**config.mk**
```make
export PLATFORM = sky130hd
export DESIGN_NAME = bt_cmd_decoder
export DESIGN_NICKNAME = d
export VERILOG_FILES = /design/src/rtl/bt_pkg.sv /design/src/rtl/uart_rx_core.sv /design/src/rtl/bt_cmd_decoder.sv
export SDC_FILE = /design/constraint.sdc
export NUM_CORES = 1
export LEC_CHECK = 0
export ABC_AREA = 1
export CAP_MARGIN = 10
export CORE_MARGIN = 3
export CORE_UTILIZATION = 61
export CTS_BUF_LIST = sky130_fd_sc_hd__clkbuf_2
export CTS_CLUSTER_SIZE = 10
export DETAILED_ROUTE_END_ITERATION = 6
export GPL_ROUTABILITY_DRIVEN = 0
export PLACE_DENSITY = 0.88
export SYNTH_ARGS = -nofsm -noshare
export SYNTH_HDL_FRONTEND = slang
export SYNTH_SLANG_ARGS = --single-unit
```
**constraint.sdc**
```tcl
create_clock -name CLK -period 2.2 [get_ports CLK]
set_clock_uncertainty 0.05 [all_clocks]
set_input_delay 0.22 -clock CLK [delete_from_list [all_inputs] [get_ports CLK]]
set_output_delay 0.22 -clock CLK [all_outputs]
set_load 0.02 [all_outputs]
```
**src/rtl/bt_pkg.sv**
```systemverilog
// Shared opcodes, acknowledge code and UART FSM state encodings for the
// Bluetooth remote-control front end.
package bt_pkg;

  // Command opcodes carried in one received byte
  localparam logic [7:0] CMD_PREV     = 8'h01;
  localparam logic [7:0] CMD_NEXT     = 8'h02;
  localparam logic [7:0] CMD_VUP      = 8'h03;
  localparam logic [7:0] CMD_VDN      = 8'h04;
  localparam logic [7:0] CMD_SEL_BASE = 8'h05;

  // Acknowledge byte for anything that was not a legal command
  localparam logic [7:0] ACK_ERR      = 8'hFF;

  // State encodings used by both the RX and TX serial FSMs
  localparam logic [1:0] ST_IDLE  = 2'd0;
  localparam logic [1:0] ST_START = 2'd1;
  localparam logic [1:0] ST_DATA  = 2'd2;
  localparam logic [1:0] ST_STOP  = 2'd3;

endpackage

```
**src/rtl/uart_rx_core.sv**
```systemverilog
// 8N1 UART receiver driven by an oversampling tick. Emits a one-cycle
// rx_valid with the byte on a good stop bit, or a one-cycle frame_err.
module uart_rx_core #(
  parameter int OVERSAMPLE = 16
) (
  input  logic       CLK,
  input  logic       RST,
  input  logic       tick,
  input  logic       rxd_sync,
  output logic       rx_valid,
  output logic [7:0] rx_data,
  output logic       frame_err
);
  import bt_pkg::*;

  localparam int             CW        = $clog2(OVERSAMPLE);
  localparam logic [CW-1:0]  HALF_LAST = CW'(OVERSAMPLE / 2 - 1);
  localparam logic [CW-1:0]  BIT_LAST  = CW'(OVERSAMPLE - 1);

  logic [1:0]    state;
  logic [CW-1:0] tick_cnt;
  logic [2:0]    bit_idx;
  logic [7:0]    shift;

  // Receive FSM: mid-bit sampling, returns to IDLE right after the stop sample
  // so a start edge following immediately is caught.
  always_ff @(posedge CLK or negedge RST) begin
    if (!RST) begin
      state     <= ST_IDLE;
      tick_cnt  <= '0;
      bit_idx   <= '0;
      shift     <= '0;
      rx_data   <= '0;
      rx_valid  <= 1'b0;
      frame_err <= 1'b0;
    end else begin
      // NOTE: sequential state uses non-blocking assignments only; the pulse
      // defaults below are overridden later in the same block when they fire.
      rx_valid  <= 1'b0;
      frame_err <= 1'b0;
      case (state)
        ST_IDLE: begin
          if (!rxd_sync) begin
            state    <= ST_START;
            tick_cnt <= '0;
          end
        end
        ST_START: begin
          if (tick) begin
            if (tick_cnt == HALF_LAST) begin
              tick_cnt <= '0;
              bit_idx  <= '0;
              state    <= rxd_sync ? ST_IDLE : ST_DATA;
            end else begin
              tick_cnt <= tick_cnt + 1'b1;
            end
          end
        end
        ST_DATA: begin
          if (tick) begin
            if (tick_cnt == BIT_LAST) begin
              tick_cnt <= '0;
              shift    <= {rxd_sync, shift[7:1]};
              bit_idx  <= bit_idx + 1'b1;
              if (bit_idx == 3'd7) state <= ST_STOP;
            end else begin
              tick_cnt <= tick_cnt + 1'b1;
            end
          end
        end
        ST_STOP: begin
          if (tick) begin
            if (tick_cnt == BIT_LAST) begin
              tick_cnt <= '0;
              state    <= ST_IDLE;
              if (rxd_sync) begin
                rx_data  <= shift;
                rx_valid <= 1'b1;
              end else begin
                frame_err <= 1'b1;
              end
            end else begin
              tick_cnt <= tick_cnt + 1'b1;
            end
          end
        end
        default: state <= ST_IDLE;
      endcase
    end
  end

endmodule

```
**src/rtl/bt_cmd_decoder.sv**
```systemverilog
// Bluetooth-UART remote-control front end: receives command bytes, decodes
// them into one-cycle pulses for the player FSM and echoes an ack byte.
module bt_cmd_decoder #(
  parameter  int CLK_HZ     = 100_000_000,
  parameter  int BAUD       = 9600,
  parameter  int OVERSAMPLE = 16,
  parameter  int NUM_TRACKS = 8,
  parameter  int ECHO_EN    = 1,
  localparam int TW         = $clog2(NUM_TRACKS)
) (
  input  logic          CLK,
  input  logic          RST,
  input  logic          UART_RXD,
  output logic          UART_TXD,
  input  logic [TW-1:0] CUR_TRACK,
  output logic          CMD_VALID,
  output logic [TW-1:0] PREV_STEPS,
  output logic [TW-1:0] NEXT_STEPS,
  output logic          VOL_UP,
  output logic          VOL_DOWN,
  output logic [7:0]    RXD_DATA,
  output logic          FRAME_ERR,
  output logic          CMD_ERR
);
  import bt_pkg::*;

  localparam int            DIV      = CLK_HZ / (BAUD * OVERSAMPLE);
  localparam int            DW       = (DIV > 1) ? $clog2(DIV) : 1;
  localparam logic [DW-1:0] DIV_LAST = DW'(DIV - 1);
  localparam int            CW       = $clog2(OVERSAMPLE);
  localparam logic [CW-1:0] BIT_LAST = CW'(OVERSAMPLE - 1);
  localparam logic [7:0]    SEL_LAST = 8'(CMD_SEL_BASE + NUM_TRACKS - 1);

  logic [DW-1:0] div_cnt;
  logic          tick;
  logic [1:0]    rxd_meta;
  logic          rx_valid;

  // Free-running baud divider shared by RX and TX
  always_ff @(posedge CLK or negedge RST) begin
    if (!RST) div_cnt <= '0;
    else      div_cnt <= tick ? '0 : div_cnt + 1'b1;
  end
  assign tick = (div_cnt == DIV_LAST);

  // Two-flop synchroniser; resets to the idle-high line level
  always_ff @(posedge CLK or negedge RST) begin
    if (!RST) rxd_meta <= 2'b11;
    else      rxd_meta <= {rxd_meta[0], UART_RXD};
  end

  uart_rx_core #(.OVERSAMPLE(OVERSAMPLE)) u_rx (
    .CLK       (CLK),
    .RST       (RST),
    .tick      (tick),
    .rxd_sync  (rxd_meta[1]),
    .rx_valid  (rx_valid),
    .rx_data   (RXD_DATA),
    .frame_err (FRAME_ERR)
  );

  logic [TW-1:0] sel_t;
  logic          dec_legal, dec_vup, dec_vdn;
  logic [TW-1:0] dec_prev, dec_next;

  assign sel_t = TW'(RXD_DATA - CMD_SEL_BASE);

  // Opcode decode of the byte currently held in RXD_DATA
  always_comb begin
    // NOTE: every variable gets a default first so no latch is inferred.
    dec_legal = 1'b0;
    dec_vup   = 1'b0;
    dec_vdn   = 1'b0;
    dec_prev  = '0;
    dec_next  = '0;
    if (RXD_DATA == CMD_PREV) begin
      dec_legal = 1'b1;
      dec_prev  = TW'(1);
    end else if (RXD_DATA == CMD_NEXT) begin
      dec_legal = 1'b1;
      dec_next  = TW'(1);
    end else if (RXD_DATA == CMD_VUP) begin
      dec_legal = 1'b1;
      dec_vup   = 1'b1;
    end else if (RXD_DATA == CMD_VDN) begin
      dec_legal = 1'b1;
      dec_vdn   = 1'b1;
    end else if (RXD_DATA >= CMD_SEL_BASE && RXD_DATA <= SEL_LAST) begin
      dec_legal = 1'b1;
      if (sel_t < CUR_TRACK)      dec_prev = CUR_TRACK - sel_t;
      else if (sel_t > CUR_TRACK) dec_next = sel_t - CUR_TRACK;
    end
  end

  // Registered command outputs, one cycle after rx_valid
  always_ff @(posedge CLK or negedge RST) begin
    if (!RST) begin
      CMD_VALID  <= 1'b0;
      CMD_ERR    <= 1'b0;
      VOL_UP     <= 1'b0;
      VOL_DOWN   <= 1'b0;
      PREV_STEPS <= '0;
      NEXT_STEPS <= '0;
    end else begin
      CMD_VALID  <= rx_valid & dec_legal;
      CMD_ERR    <= rx_valid & ~dec_legal;
      VOL_UP     <= rx_valid & dec_vup;
      VOL_DOWN   <= rx_valid & dec_vdn;
      PREV_STEPS <= rx_valid ? dec_prev : '0;
      NEXT_STEPS <= rx_valid ? dec_next : '0;
    end
  end

  logic       pend_valid;
  logic [7:0] pend_data;
  logic [1:0] tx_state;
  logic [CW-1:0] tx_cnt;
  logic [2:0] tx_bit;
  logic [7:0] tx_shift;
  logic       txd_q;
  logic       tx_load;
  logic       ack_push;

  assign ack_push = (ECHO_EN != 0) && (rx_valid || FRAME_ERR);
  assign tx_load  = (tx_state == ST_IDLE) && tick && pend_valid;

  // One-deep pending ack; a newer ack replaces one not yet taken by TX
  always_ff @(posedge CLK or negedge RST) begin
    if (!RST) begin
      pend_valid <= 1'b0;
      pend_data  <= '0;
    end else begin
      if (tx_load) pend_valid <= 1'b0;
      if (ack_push) begin
        pend_valid <= 1'b1;
        pend_data  <= (rx_valid && dec_legal) ? RXD_DATA : ACK_ERR;
      end
    end
  end

  // 8N1 transmitter; each bit lasts OVERSAMPLE ticks
  always_ff @(posedge CLK or negedge RST) begin
    if (!RST) begin
      tx_state <= ST_IDLE;
      tx_cnt   <= '0;
      tx_bit   <= '0;
      tx_shift <= '0;
      txd_q    <= 1'b1;
    end else if (tx_state == ST_IDLE) begin
      if (tx_load) begin
        tx_shift <= pend_data;
        tx_cnt   <= '0;
        txd_q    <= 1'b0;
        tx_state <= ST_START;
      end
    end else if (tick) begin
      if (tx_cnt != BIT_LAST) begin
        tx_cnt <= tx_cnt + 1'b1;
      end else begin
        tx_cnt <= '0;
        case (tx_state)
          ST_START: begin
            txd_q    <= tx_shift[0];
            tx_shift <= {1'b1, tx_shift[7:1]};
            tx_bit   <= '0;
            tx_state <= ST_DATA;
          end
          ST_DATA: begin
            if (tx_bit == 3'd7) begin
              txd_q    <= 1'b1;
              tx_state <= ST_STOP;
            end else begin
              txd_q    <= tx_shift[0];
              tx_shift <= {1'b1, tx_shift[7:1]};
              tx_bit   <= tx_bit + 1'b1;
            end
          end
          default: tx_state <= ST_IDLE;
        endcase
      end
    end
  end

  assign UART_TXD = (ECHO_EN != 0) ? txd_q : 1'b1;

endmodule

```
==> impl_summary.txt <==
----------------------------------------------------
[STA]
  Maximum clock frequency ... 477 MHz
  Final critical-path required period ... 2.09 ns
  Final slew viol count ... 0
  Final setup vio count ... 0
  Worst-case headroom to the max-slew limit ... 0.734
  Slew at the pin closest to its max-slew limit ... 0.399 ns
  Endpoints failing hold ... 0
  Worst Hold Slack ... 0.134 ns
  Post-route clock period utilization ... 0.952

[Synth]
  Ys async rst share ... 1.00
  Average instance area after synthesis ... 8.51 um2
  Yosys warning total ... 0
  Combined area of all synthesized cells ... 0.00391 mm2
  Count of unique library cells instantiated by Yosys ... 37
  Main area contributors after synthesis ... sky130_fd_sc_hd__dfrtp_1, sky130_fd_sc_hd__nand2_1, sky130_fd_sc_hd__ha_1
  Area share of the largest cell type after synthesis ... 0.467
  Syn nets ... 488
  Largest area contributor in the netlist ... sky130_fd_sc_hd__dfrtp_1
  Share of the yosys chip area belonging to registers ... 0.488
  Synthesized flop and latch total ... 76
  Number of flops mapped to enable cells by yosys ... 0
  Primary flip-flop cell chosen by synthesis mapping ... sky130_fd_sc_hd__dfrtp_1
  Number of standard cells after synthesis ... 459

[Floorplanning]
  DIE WIDTH ... 86.0 um
  Core Rows ... 28
  Die outline height ... 86.0 um
  Starting utilization of the core area ... 0.645
  Die Area ... 0.00740 mm2
  Core area ... 0.00606 mm2
  I/O pin count ... 26

[Routing]
  Pre-Repair DR Iteration Count ... 5
  Antenna violation net count after detailed routing ... 0
  WL/cell ... 12.6 um
  Via count ... 3,055
  Count of unresolved DRC violations after routing ... 0
  Number of DRC markers after the initial detailed-route iteration ... 172
  Total wire length after detailed routing ... 7280 um
  Post-detailed-route via-to-cell ratio ... 5.29

[Worst setup path]
  Class of the most critical setup path ... flop to flop
  Reg-to-reg critical path endpoint ... NEXT_STEPS[2]
  Internal reg-to-reg setup slack ... 0.11 ns
  Worst reg2reg path startpoint ... u_rx.rx_data[0]
  Count of cells along the worst register-to-register path ... 11
  Cell type group with the largest total delay on the critical path ... simple AND/OR/NAND/NOR gates
  Crit path DAT ... 2.54 ns
  Crit-path max cell delay ... 0.46 ns
  Cell Chain, Critical Path ... inv_1, ha_1, xnor2_1, ha_1, nand2_1, nor2_1, nor2_1, nand2_1, o21ai_0, nand3b_1, nor2_1
  Worst path buffer plus inverter count ... 1
  Crit-path slowest cell ... sky130_fd_sc_hd__dfrtp_1
  Endpoint required time on the critical path ... 2.64 ns
  Top fanout value on the critical path ... 6
  Most repeated library cell on the critical path ... sky130_fd_sc_hd__nor2_1
  Type of destination of the critical path ... flop
  Kind of start point of the critical path ... flop

[Global route]
  Number of global-route vias before repair ... 2,937
  Grt ovf ... 0
  First-pass GRT wire length ... 12,900 um
  Total routing usage reported by global routing ... 0.220
  Initial antenna violation count ... 0
  Maximum number of pins on one net before global-route repair ... 77

[CTS]
  Clk Tree Root Cell ... sky130_fd_sc_hd__clkbuf_2
  Number of sinks handled by clock tree synthesis ... 76
  Worst-path clk slew ... 0.23 ns
  Max Buffers Root-to-Sink ... 2
  H-tree depth ... 3
  Insertion delay to the later sink of the worst-skew pair ... 0.53 ns
  CTS buffer count ... 9
  CTS tree ... yes

[Placement]
  Sum of net half-perimeters after detailed placement ... 5170 um
  Placed insts ... 557
  Port Buffers ... 25

[Finish]
  ANT cells ... 0
  Count of nets after finishing ... 527
  Fill cell count ... 419
  Number of standard cells in the layout, taps in and fillers out ... 578
  Signed area change from the synthesized netlist to the final layout ... 12.9%
  Sequential cell area in the final layout ... 0.00191 mm2
  Proportion of layout cells with a drive suffix above 1 ... 0.103
  Area occupied by multi-input gates ... 0.00173 mm2

[Outcome]
  Run status ... finished clean

[Power]
  Leakage ... 0.00219 uW
  Total power consumption of the routed design ... 2250 uW
  PD cells ... 511 mW/mm2
  VDD IR max ... 405 uV

[Min path]
  Worst hold path class ... input port to asynchronous set/reset pin

[Flow run]
  Max-capacitance violation count ... 0

----------------------------------------------------
worst min-delay path, stage by stage:
cell and delay, ns:
sky130_fd_sc_hd__dlygate4sd3_1 0.51, sky130_fd_sc_hd__buf_2 0.12, sky130_fd_sc_hd__buf_12 0.31
metal layers:
| layer | routed length [um] | up-vias | share of wire | GRT usage |
|---|---|---|---|---|
| met1 | 3230 | 1422 | 0.44 | 0.274 |
| met5 | 0 | - | 0 | 0 |
| met3 | 294 | 17 | 0.040 | 0.0413 |
| met4 | 166 | 0 | 0.023 | 0.104 |
| met2 | 3590 | 90 | 0.49 | 0.371 |
| li1 | - | 1526 | - | - |
how the worst max path moves through the flow:
stage | start | endpoint | slack [ns] | cells after the start
floorplan | u_rx.rx_data[0] | NEXT_STEPS[1] | 0.16 | 11
CTS | u_rx.rx_data[0] | NEXT_STEPS[2] | 0.13 | 11
global route | u_rx.rx_data[0] | NEXT_STEPS[2] | -0.11 | 11
finish | u_rx.rx_data[0] | NEXT_STEPS[2] | 0.11 | 11
detailed placement | u_rx.rx_data[0] | NEXT_STEPS[2] | 0.17 | 11
global placement | u_rx.rx_data[0] | NEXT_STEPS[2] | 0.23 | 11
kinds of logic after synthesis:
family,share of synthesized area
and+or+nand+nor,0.264
DFF,0.488
buffers and inverters,0.0708
AOI/OAI and AO/OA,0.0753
adders and majority gates,0.0775
xor gates and xnor gates,0.0247
metrics by stage:
step	cell area (um2)	worst slack [ns]	utilization	TNS [ns]
2_1_floorplan	3910	0.156	-	0
3_3_place_gp	4250	0.231	0.701	0
3_5_place_dp	4250	0.175	0.701	0
4_1_cts	4390	0.127	0.724	0
5_1_grt	4410	-0.110	0.728	-0.318
6_report	4410	0.105	0.728	0
cells in the mapped netlist, drive strengths merged, types with 3 or more instances:
cell type / number
nand3: 33
o21ai: 33
dfstp: 3
dfrtp: 73
nor3: 7
nand4: 9
buf: 3
ha: 21
xor2: 9
nor2: 51
a21oi: 13
inv: 62
nand2: 126
placed cells by master, fill, tap and decap left out, drive strengths merged, types with 3 or more instances in the layout:
cell type      count
nand4              9
ha                21
dfstp              3
xor2               9
dfrtp             73
clkdlybuf4s50     24
nand3             33
nor3               7
nor2              51
a21oi             13
buf                7
clkinv             7
clkbuf             9
o21ai             33
inv               62
nand2            126
state kept, by name (all words and copies together), names as in the netlist, 2 cells and up, named ones only:
| name | cells |
|---|---|
| tx_shift | 8 |
| pend_data | 8 |
| rxd_meta | 2 |
| tx_cnt | 4 |
| div_cnt | 10 |
| tx_state | 2 |
| tx_bit | 3 |
| u_rx.rx_data | 8 |
| u_rx.shift | 8 |
| u_rx.bit_idx | 3 |
| NEXT_STEPS | 3 |
| PREV_STEPS | 3 |
| u_rx.tick_cnt | 4 |
repair_timing:
item / CTS / global route
hold buffers: 2 / 0
endpoints found under the hold margin: 77 / 0
endpoints found under the setup margin: 0 / 4
setup buffers: 0 / 3
resized for setup: 0 / 0
power breakdown:
| part | switching (uW) | internal, uW | total [uW] | leakage [uW] |
|---|---|---|---|---|
| Sequential | 1.13 | 1400 | 1400 | 0.00103 |
| Combinational | 41.6 | 21.6 | 63.1 | 0.00109 |
| Clock | 518 | 268 | 786 | 0.0000720 |
| Total | 561 | 1690 | 2250 | 0.00219 |
final cells by class:
cell class / count / share of cell area
Sequential cell: 76 / 0.432
Clock inverter: 7 / 0.0176
Timing Repair Buffer: 33 / 0.0732
Multi-Input combinational cell: 314 / 0.391
Inverter: 64 / 0.0547
Tap cell: 75 / 0.0213
Clock buffer: 9 / 0.0102
(Power assumes the default switching activity.)
